`src/rtl/piso_pkg.sv`:
```
// Shared types and helpers for the parallel-in/serial-out serializer.
// Holds the FSM state encoding and the bit-order mapping used by the top.
package piso_pkg;

  typedef enum logic {
    IDLE  = 1'b0,
    SHIFT = 1'b1
  } piso_state_t;

  localparam int DEF_WIDTH = 8;

  // Map a beat counter to the bit position it presents, honouring bit order.
  function automatic int unsigned sel_index(input int unsigned count,
                                            input int unsigned width,
                                            input bit          msb_first);
    if (msb_first) begin
      return width - 32'd1 - count;
    end else begin
      return count;
    end
  endfunction

endpackage

```
`src/rtl/piso_bit_select.sv`:
```
// Combinational WIDTH:1 bit select feeding the serial output.
// The only place the hold register is indexed.
module piso_bit_select
  import piso_pkg::*;
#(
  parameter int WIDTH = DEF_WIDTH,
  parameter int SEL_W = $clog2(WIDTH)
) (
  input  logic [WIDTH-1:0] word,
  input  logic [SEL_W-1:0] idx,
  output logic             bit_out
);

  // Select one bit of the word; an out-of-range index reads as zero.
  always_comb begin
    bit_out = 1'b0;
    for (int i = 0; i < WIDTH; i++) begin
      if (idx == SEL_W'(i)) begin
        bit_out = word[i];
      end else begin
        bit_out = bit_out;
      end
    end
  end

endmodule

```
`src/rtl/piso_serializer.sv`:
```
// Parallel-in/serial-out stage: captures a word over valid/ready and streams
// it one bit per accepted beat, driving the bit-select index alongside.
module piso_serializer
  import piso_pkg::*;
#(
  parameter int WIDTH     = DEF_WIDTH,
  parameter int SEL_W     = $clog2(WIDTH),
  parameter int MSB_FIRST = 0
) (
  input  logic             clk,
  input  logic             rst,
  input  logic [WIDTH-1:0] in_data,
  input  logic             in_valid,
  output logic             in_ready,
  output logic             ser_data,
  output logic             ser_valid,
  input  logic             ser_ready,
  output logic             ser_last,
  output logic [SEL_W-1:0] bit_idx,
  output logic             busy
);

  localparam logic [SEL_W-1:0] LAST_COUNT = SEL_W'(WIDTH - 1);

  piso_state_t      state_r;
  logic [WIDTH-1:0] hold_r;
  logic [SEL_W-1:0] count_r;

  logic             shifting_s;
  logic             at_last_s;
  logic             beat_s;
  logic             capture_s;
  logic [SEL_W-1:0] sel_idx_s;
  logic             sel_bit_s;

  assign shifting_s = (state_r == SHIFT);
  assign at_last_s  = shifting_s && (count_r == LAST_COUNT);
  assign beat_s     = shifting_s && ser_ready;
  assign capture_s  = in_valid && in_ready;
  assign sel_idx_s  = SEL_W'(sel_index(32'(count_r), 32'(WIDTH), MSB_FIRST != 0));

  // Accept a new word when idle, or on the last beat when downstream takes it.
  always_comb begin
    if (rst) begin
      in_ready = 1'b0;
    end else if (state_r == IDLE) begin
      in_ready = 1'b1;
    end else if (at_last_s) begin
      in_ready = ser_ready;
    end else begin
      in_ready = 1'b0;
    end
  end

  piso_bit_select #(
    .WIDTH (WIDTH),
    .SEL_W (SEL_W)
  ) u_bit_select (
    .word    (hold_r),
    .idx     (sel_idx_s),
    .bit_out (sel_bit_s)
  );

  // Serial-side outputs are decoded only from registered state.
  always_comb begin
    if (shifting_s) begin
      ser_valid = 1'b1;
      busy      = 1'b1;
      ser_data  = sel_bit_s;
      bit_idx   = sel_idx_s;
      ser_last  = at_last_s;
    end else begin
      ser_valid = 1'b0;
      busy      = 1'b0;
      ser_data  = 1'b0;
      bit_idx   = '0;
      ser_last  = 1'b0;
    end
  end

  // FSM, beat counter and hold register; a reset mid-word drops the word.
  always_ff @(posedge clk) begin
    if (rst) begin
      state_r <= IDLE;
      hold_r  <= '0;
      count_r <= '0;
    end else begin
      case (state_r)
        IDLE: begin
          if (capture_s) begin
            hold_r  <= in_data;
            count_r <= '0;
            state_r <= SHIFT;
          end else begin
            state_r <= IDLE;
          end
        end
        SHIFT: begin
          if (beat_s && at_last_s) begin
            count_r <= '0;
            if (capture_s) begin
              // Back-to-back: next word's first bit follows with no bubble.
              hold_r  <= in_data;
              state_r <= SHIFT;
            end else begin
              state_r <= IDLE;
            end
          end else if (beat_s) begin
            count_r <= count_r + SEL_W'(1);
          end else begin
            count_r <= count_r;
          end
        end
        default: begin
          state_r <= IDLE;
          count_r <= '0;
        end
      endcase
    end
  end

endmodule

```
`config.mk`:
```
export PLATFORM = sky130hd
export DESIGN_NAME = piso_serializer
export DESIGN_NICKNAME = d
export VERILOG_FILES = /design/src/rtl/piso_pkg.sv /design/src/rtl/piso_bit_select.sv /design/src/rtl/piso_serializer.sv
export SDC_FILE = /design/constraint.sdc
export NUM_CORES = 1
export LEC_CHECK = 0
export ABC_AREA = 1
export CAP_MARGIN = 10
export CORE_MARGIN = 10
export CORE_UTILIZATION = 49
export CTS_CLUSTER_DIAMETER = 40
export DETAILED_ROUTE_END_ITERATION = 7
export PLACE_DENSITY = 0.83
export SKIP_CTS_REPAIR_TIMING = 1
export SLEW_MARGIN = 40
export SYNTH_ARGS = -nofsm -noshare
export SYNTH_HDL_FRONTEND = slang
export SYNTH_SLANG_ARGS = --single-unit
```
`constraint.sdc`:
```
create_clock -name clk -period 3.4 [get_ports clk]
set_clock_uncertainty 0.15 [all_clocks]
set_input_delay 0.68 -clock clk [delete_from_list [all_inputs] [get_ports clk]]
set_output_delay 0.68 -clock clk [all_outputs]
set_load 0.01 [all_outputs]
```
# [Word level (Yosys, flattened, before mapping)]
# Index checks and enable logic that the tools add are counted.
[totals] regBits=12 output_inout_bits=8 wordCells=46
[classes] add_sub_neg=1 eq_ne=10 mux=25 n_bitwise=1 reduce_logical=6
[op_table] cell="$mux 1" n=16
[op_table] cell="$mux 8" n=2
[op_table] cell="$pmux 8 s2" n=1
[op_table] cell="$eq 3x3->1 const B" n=4
[op_table] cell="$mux 3" n=4
[op_table] cell="$eq 3x2->1 const B" n=2
[op_table] cell="$pmux 3 s2" n=1
[op_table] cell="$logic_and 1x1->1" n=4
[op_table] cell="$add 3x1->3 const B" n=1
[op_table] cell="$eq 3x1->1 const B" n=1
[op_table] cell="$logic_not 3->1" n=1
[op_table] cell="$ne 3x1->1 const B" n=1
[op_table] cell="$ne 2x1->1 const B" n=1
[op_table] cell="$ne 2x2->1 const B" n=1
[op_table] cell="$pmux 1 s2" n=1
[op_table] cell="$reduce_and 2->1" n=1
[op_table] cell="$not 1->1" n=1

# [Longest topological paths before layout]
# Gate-level depths: netlist (run 1).
[depth] depth_word=10 depth_mapped=11 ltp_nobuf=11

# [Hierarchy]
# From an unflattened synthesis (run 1), not the netlist that was laid out.
[unflattened] cells_unflattened=111 hier_area_um2=713.2
[modules_own_cells] module="piso_serializer" instances=1 cells_each=90 area_each_um2=626.9 seq_area_each_um2=240.2
[modules_own_cells] module="piso_bit_select" instances=1 cells_each=21 area_each_um2=86.3 seq_area_each_um2=0.0

# [Worst setup path after synthesis (run 1)]
# Ideal clock, no wire load.
[synth_timing] path_type="flip-flop to output port" startpoint="register count_r[0]" endpoint="output port in_ready" arrival_ns=1.198 path_slack_ns=1.372 stages_incl_launch_ff=7 path_buffers=0 path_cell_list="dfxtp_1 ha_1 ha_1 clkinv_1 o21ai_2 inv_2 nor2_8"
[synth_between] elab_chain_len=5
[synth_rtl] element="start: declaration" line_no="piso_serializer.sv:27" source="logic [SEL_W-1:0] count_r;"
[synth_rtl] element="start signal: assignment" line_no="piso_serializer.sv:109" source="count_r <= count_r + SEL_W'(1);"
[synth_rtl] element="start signal: assignment" line_no="piso_serializer.sv:111" source="count_r <= count_r;"
[synth_rtl] element="$eq 3x3->1" line_no="piso_serializer.sv:37" source="assign at_last_s = shifting_s && (count_r == LAST_COUNT);"
[synth_rtl] element="$logic_and 1x1->1" line_no="piso_serializer.sv:37"
[synth_rtl] element="$mux 1" line_no="piso_serializer.sv:48" source="end else if (at_last_s) begin"
[synth_rtl] element="$mux 1" line_no="piso_serializer.sv:46" source="end else if (state_r == IDLE) begin"
[synth_rtl] element="$mux 1" line_no="piso_serializer.sv:44" source="if (rst) begin"
[synth_rtl] element="end: declaration" line_no="piso_serializer.sv:14" source="output logic in_ready,"
# Every way passes these cells.

# [Worst setup path after layout (run 1)]
# Same ends and word-level chain as after synthesis.

==> results of run 1 <==
## final timing paths
| path | start | endpoint | cells past startpoint |
|---|---|---|---|
| setup reg to reg | count_r[0] | hold_r[3] | 9 |
| setup / recovery | count_r[0] | in_ready | 7 |
| hold / removal | hold_r[4] | hold_r[4] | 2 |
| hold reg to reg | hold_r[4] | hold_r[4] | 2 |
## final cells by class
cell class,instances,area (µm²)
inverter,15,56.3
tap,15,18.8
sequential,12,240
clock buffer,4,36.3
multi-input combinational,70,387
timing repair buffer,19,190
fill,113,389
## worst reg2reg max path, stage by stage, from the launching register on
cell      delay [ps]
dfxtp_1          420
ha_1             220
ha_1             210
clkinv_1         100
o21ai_2          180
inv_2            100
nor2_8           170
nand2_4          110
nand3_1          100
nand2_1           50
## per-layer routing
| layer | up-vias | wire length (µm) | GRT usage |
|---|---|---|---|
| li1 | 359 | - | - |
| met1 | 308 | 759 | 0.122 |
| met2 | 17 | 836 | 0.175 |
| met3 | 4 | 78 | 0.0283 |
| met4 | 0 | 21 | 0.0403 |
| met5 | - | 0 | 0 |
## power breakdown
| group | internal (mW) | leakage [nW] | total (mW) | switching (mW) |
|---|---|---|---|---|
| Combinational | 0.0355 | 0.354 | 0.0738 | 0.0383 |
| Clock | 0.0651 | 0.0210 | 0.115 | 0.0500 |
| Sequential | 0.151 | 0.0989 | 0.160 | 0.00936 |
## sequential cells by signal, summed over array words and instances, names as in the netlist
register / cells
count_r: 3
shifting_s: 1
hold_r: 8
## metrics by stage
stage	instances	hold slack, ps
2_1_floorplan	100	290
3_3_place_gp	131	302
3_5_place_dp	131	305
4_1_cts	135	316
5_1_grt	135	335
6_report	135	318
## cells by family (layout without fill, tap and decap cells)
kind of cell    after synthesis  count (layout)  synth area share
compound gates               12              12            0.0966
fa+ha+maj                     6               6             0.107
buf+inv                      18              38             0.104
flops                        12              12             0.343
simple gates                 52              52             0.349
## cells in the mapped netlist (all sizes together)
master / count
clkinv: 1
ha: 6
o21bai: 1
nand3: 18
buf: 2
nand2: 29
nor2: 5
clkbuf: 1
a31oi: 1
inv: 14
a21oi: 3
o21ai: 7
dfxtp: 12
==> flow_summary.json, run 1 <==
{
  "fin_crit_ps": 3080,
  "std_cell_rows": 13,
  "place_area_um2": 892,
  "critPathMaxStageDelay_ps": 570,
  "area_delta_synth_final_pct": 32.7,
  "rrSetupSlack_ps": 1490,
  "synth-seq-cells": 12,
  "grt_antenna_before_repair": 0,
  "die_h_um": 57.8,
  "synth_top_cell_by_area": "dfxtp_1",
  "timing_hold_violations_final": 0,
  "grt_max_degree": 12,
  "slew_violations": 0,
  "cts_htree_levels": 1,
  "cts_sinks": 12,
  "drt_iter0_markers": 7,
  "setup_ws_ps": 323,
  "ant_nets": 0,
  "crit_top_cell": "ha_1",
  "layout_common_cells": "nand2_1, clkdlybuf4s50_1, nand3_1",
  "fin_util": 0.705,
  "power_mw": 0.349,
  "final_area_um2": 928,
  "required_ps": 2570,
  "setup_violations": 0,
  "drive_gt1_frac": 0.0833,
  "period_share": 0.905,
  "hpwl_mm": 1.29,
  "holdCritPathClass": "reg -> reg",
  "syn_nets": 118,
  "vdd_drop_max_mv": 0.249,
  "ys_top_cells_by_area": "dfxtp_1, nand2_1, nand3_1",
  "rsz0062_at_grt": "false",
  "yosys_warnings": 0,
  "critPathSlowestCell": "clkdlybuf4s50_1",
  "initial_core_util": 0.531,
  "grt_pass1_vias": 661,
  "io_pins": 20,
  "wl_mm": 1.70,
  "drc_errors": 0,
  "syn_avg_cell_area_um2": 6.99,
  "cpLargestDelayFamily": "buffers and inverters",
  "relSlewSlack": 0.682,
  "worstPathArrival_ps": 2250,
  "avgRoutedWirePerCell_um": 12.6,
  "mostFrequentLayoutCell": "nand2_1",
  "first_pass_iters": 4,
  "synth_cell_types": 20,
  "cts.clk_slew.worst_paths_ps": 80,
  "maxCapViolCount": 0,
  "path_class": "reg -> out",
  "syn-cell-area_um2": 699,
  "numCtsBuffers": 3,
  "insertion_delay_ps": 270,
  "end_kind": "output port",
  "yosysTopAreaCellShare": 0.343,
  "grt.overflow.total": 0,
  "port-buffer-count": 19,
  "core_um2": 1320,
  "finalNetCount": 139,
  "timing.fmax_mhz": 325,
  "seq_area_frac_synth": 0.343,
  "fin_setup_tns_ps": 0,
  "pwr_density_cell_nw_per_um2": 376,
  "path_buf_inv": 3,
  "grt_pass1_wl_mm": 2.87,
  "post-place-ws_ps": 370,
  "crit_path_start_kind": "register",
  "cts_root_buffer": "clkbuf_4",
  "p_leak_nw": 0.474,
  "syn_inst": 100,
  "cp_max_fo": 10,
  "clock_path_buffers": 2,
  "dieArea_um2": 3340,
  "dieWidth_um": 57.8,
  "worst_slew_pin_slew_ps": 475,
  "gp_congestion": 0.823,
  "vias": 688,
  "crit_chain": "ha_1, ha_1, clkinv_1, o21ai_2, inv_2, nor2_8, clkdlybuf4s50_1",
  "status": "completed",
  "cts_tree": "done",
  "via_per_inst": 5.10,
  "diodes": 0,
  "grt_use_total": 0.104
}
No activity file was read; power rests on OpenSTA's default activity.
==> run 2, diff against run 1 <==
Settings changed: CAP_MARGIN 10 to default.
==> results of run 2 <==
Same layout as run 1: the final DEF is identical, and so are final timing and power.
==> run 3, diff against run 2 <==
Settings changed: GPL_TIMING_DRIVEN from default to 0.
==> run 3 against run 2 <==
Net effect:
- worst setup slack improved by 33 ps
- first-iteration DRC count rose by 71%
- critical path depth fell by 1
- power fell by 8.0%
- register-to-register slack improved by 60 ps
- combinational power rose by 3%
==> flow_summary.json, run 3 (synthesized netlist as in run 1, its figures left out) <==
{
  "required_ps": 2570,
  "critPathSlowestCell": "clkdlybuf4s50_1",
  "worstPathArrival_ps": 2210,
  "relSlewSlack": 0.731,
  "period_share": 0.895,
  "layout_common_cells": "nand2_1, clkdlybuf4s50_1, nand3_1",
  "io_pins": 20,
  "ant_nets": 0,
  "finalNetCount": 142,
  "gp_congestion": 0.820,
  "rrSetupSlack_ps": 1550,
  "critPathMaxStageDelay_ps": 580,
  "crit_chain": "clkdlybuf4s50_1, nand2_2, o21ai_2, inv_2, nor2_8, clkdlybuf4s50_1",
  "wl_mm": 1.68,
  "cts_htree_levels": 1,
  "crit_path_start_kind": "input port",
  "cp.depth": 6,
  "crit_top_cell": "clkdlybuf4s50_1",
  "via_per_inst": 5.19,
  "holdWs_ps": 314,
  "drt_iter0_markers": 12,
  "fin_crit_ps": 3040,
  "core_um2": 1320,
  "cpLargestDelayFamily": "buffers and inverters",
  "regMostFlops": "hold_r",
  "timing.fmax_mhz": 328,
  "vdd_drop_max_mv": 0.230,
  "setup_violations": 0,
  "pwr_density_cell_nw_per_um2": 345,
  "num-fill-cells": 118,
  "maxCapViolCount": 0,
  "mostFrequentLayoutCell": "nand2_1",
  "cts.clk_slew.worst_paths_ps": 70,
  "cts_tree": "done",
  "holdPathStages": 2,
  "rsz0062_at_grt": "false",
  "grt.overflow.total": 0,
  "cts_root_buffer": "clkbuf_4",
  "path_class": "in -> out",
  "numCtsBuffers": 3,
  "met1_usage": 0.127,
  "avgRoutedWirePerCell_um": 12.3,
  "hpwl_mm": 1.37,
  "die_h_um": 57.8,
  "dieWidth_um": 57.8,
  "first_pass_iters": 4,
  "vias": 711,
  "insertion_delay_ps": 260,
  "drc_errors": 0,
  "grt_busiest_layer": "met2",
  "grt_pass1_vias": 677,
  "cp_max_fo": 10,
  "grt_use_total": 0.107,
  "cts_sinks": 12,
  "port-buffer-count": 19,
  "grt_antenna_before_repair": 0,
  "slew_violations": 0,
  "fin_setup_tns_ps": 0,
  "clock_path_buffers": 2,
  "end_kind": "output port",
  "area_delta_synth_final_pct": 33.1,
  "path_buf_inv": 3,
  "r2r.worst_path.cells": 9,
  "dieArea_um2": 3340,
  "timing_hold_violations_final": 0,
  "grt_use_met2": 0.172,
  "std_cell_rows": 13,
  "status": "completed",
  "p_leak_nw": 0.477,
  "grt_max_degree": 11,
  "worst_slew_pin_slew_ps": 403,
  "diodes": 0,
  "largest_reg_flops": 8,
  "gr-usage-met3": 0.0436,
  "drive_gt1_frac": 0.0902,
  "grt_pass1_wl_mm": 2.95,
  "initial_core_util": 0.531,
  "holdCritPathClass": "reg -> reg"
}
run 3: cell count changes in the layout (fill, tap and decap cells not counted):
cell and delta:
buf_4 +1, buf_2 +1, clkbuf_8 -1, clkbuf_1 +1
run 3: metal layers:
layer / share of wire / wire [µm]
met5: 0 / 0
met3: 0.079 / 132
met1: 0.40 / 679
met2: 0.51 / 857
met4: 0.0060 / 10
run 3: path summary, 6_finish.rpt:
check / start / to
setup reg to reg: count_r[0] / hold_r[5]
hold / removal: hold_r[4] / hold_r[4]
setup / recovery: ser_ready / in_ready
hold reg to reg: hold_r[4] / hold_r[4]
run 3: worst min-delay path, cell delays in order (launching register included):
cell,delay [ps]
dfxtp_1,310
nand3_1,70
nand2_1,40
run 3: through the flow:
step | instances | worst slack (ps) | util | instance area, µm² | total power [mW]
after floorplan | 100 | 1370 | - | 699 | 0.204
after global placement | 134 | 378 | 0.689 | 908 | 0.235
after detailed placement | 134 | 365 | 0.689 | 908 | 0.239
after CTS | 137 | 359 | 0.707 | 931 | 0.323
after global routing | 137 | 196 | 0.707 | 931 | 0.343
final | 137 | 355 | 0.707 | 931 | 0.321
run 3: cell type report:
| class | count | area [µm²] | area share |
|---|---|---|---|
| clock buffer | 3 | 22.5 | 0.0242 |
| timing repair buffer | 19 | 190 | 0.204 |
| multi-input combinational | 70 | 387 | 0.415 |
| sequential | 12 | 240 | 0.258 |
| buffer | 3 | 16.3 | 0.0175 |
| tap | 15 | 18.8 | 0.0202 |
| inverter | 15 | 56.3 | 0.0605 |
run 3: power breakdown:
| part | internal, mW | leakage [nW] | switching (mW) | total (mW) |
|---|---|---|---|---|
| combinational | 0.0371 | 0.364 | 0.0386 | 0.0757 |
| clock | 0.0409 | 0.0138 | 0.0444 | 0.0853 |
| sequential | 0.151 | 0.0989 | 0.00921 | 0.160 |
| total | 0.229 | 0.477 | 0.0922 | 0.321 |
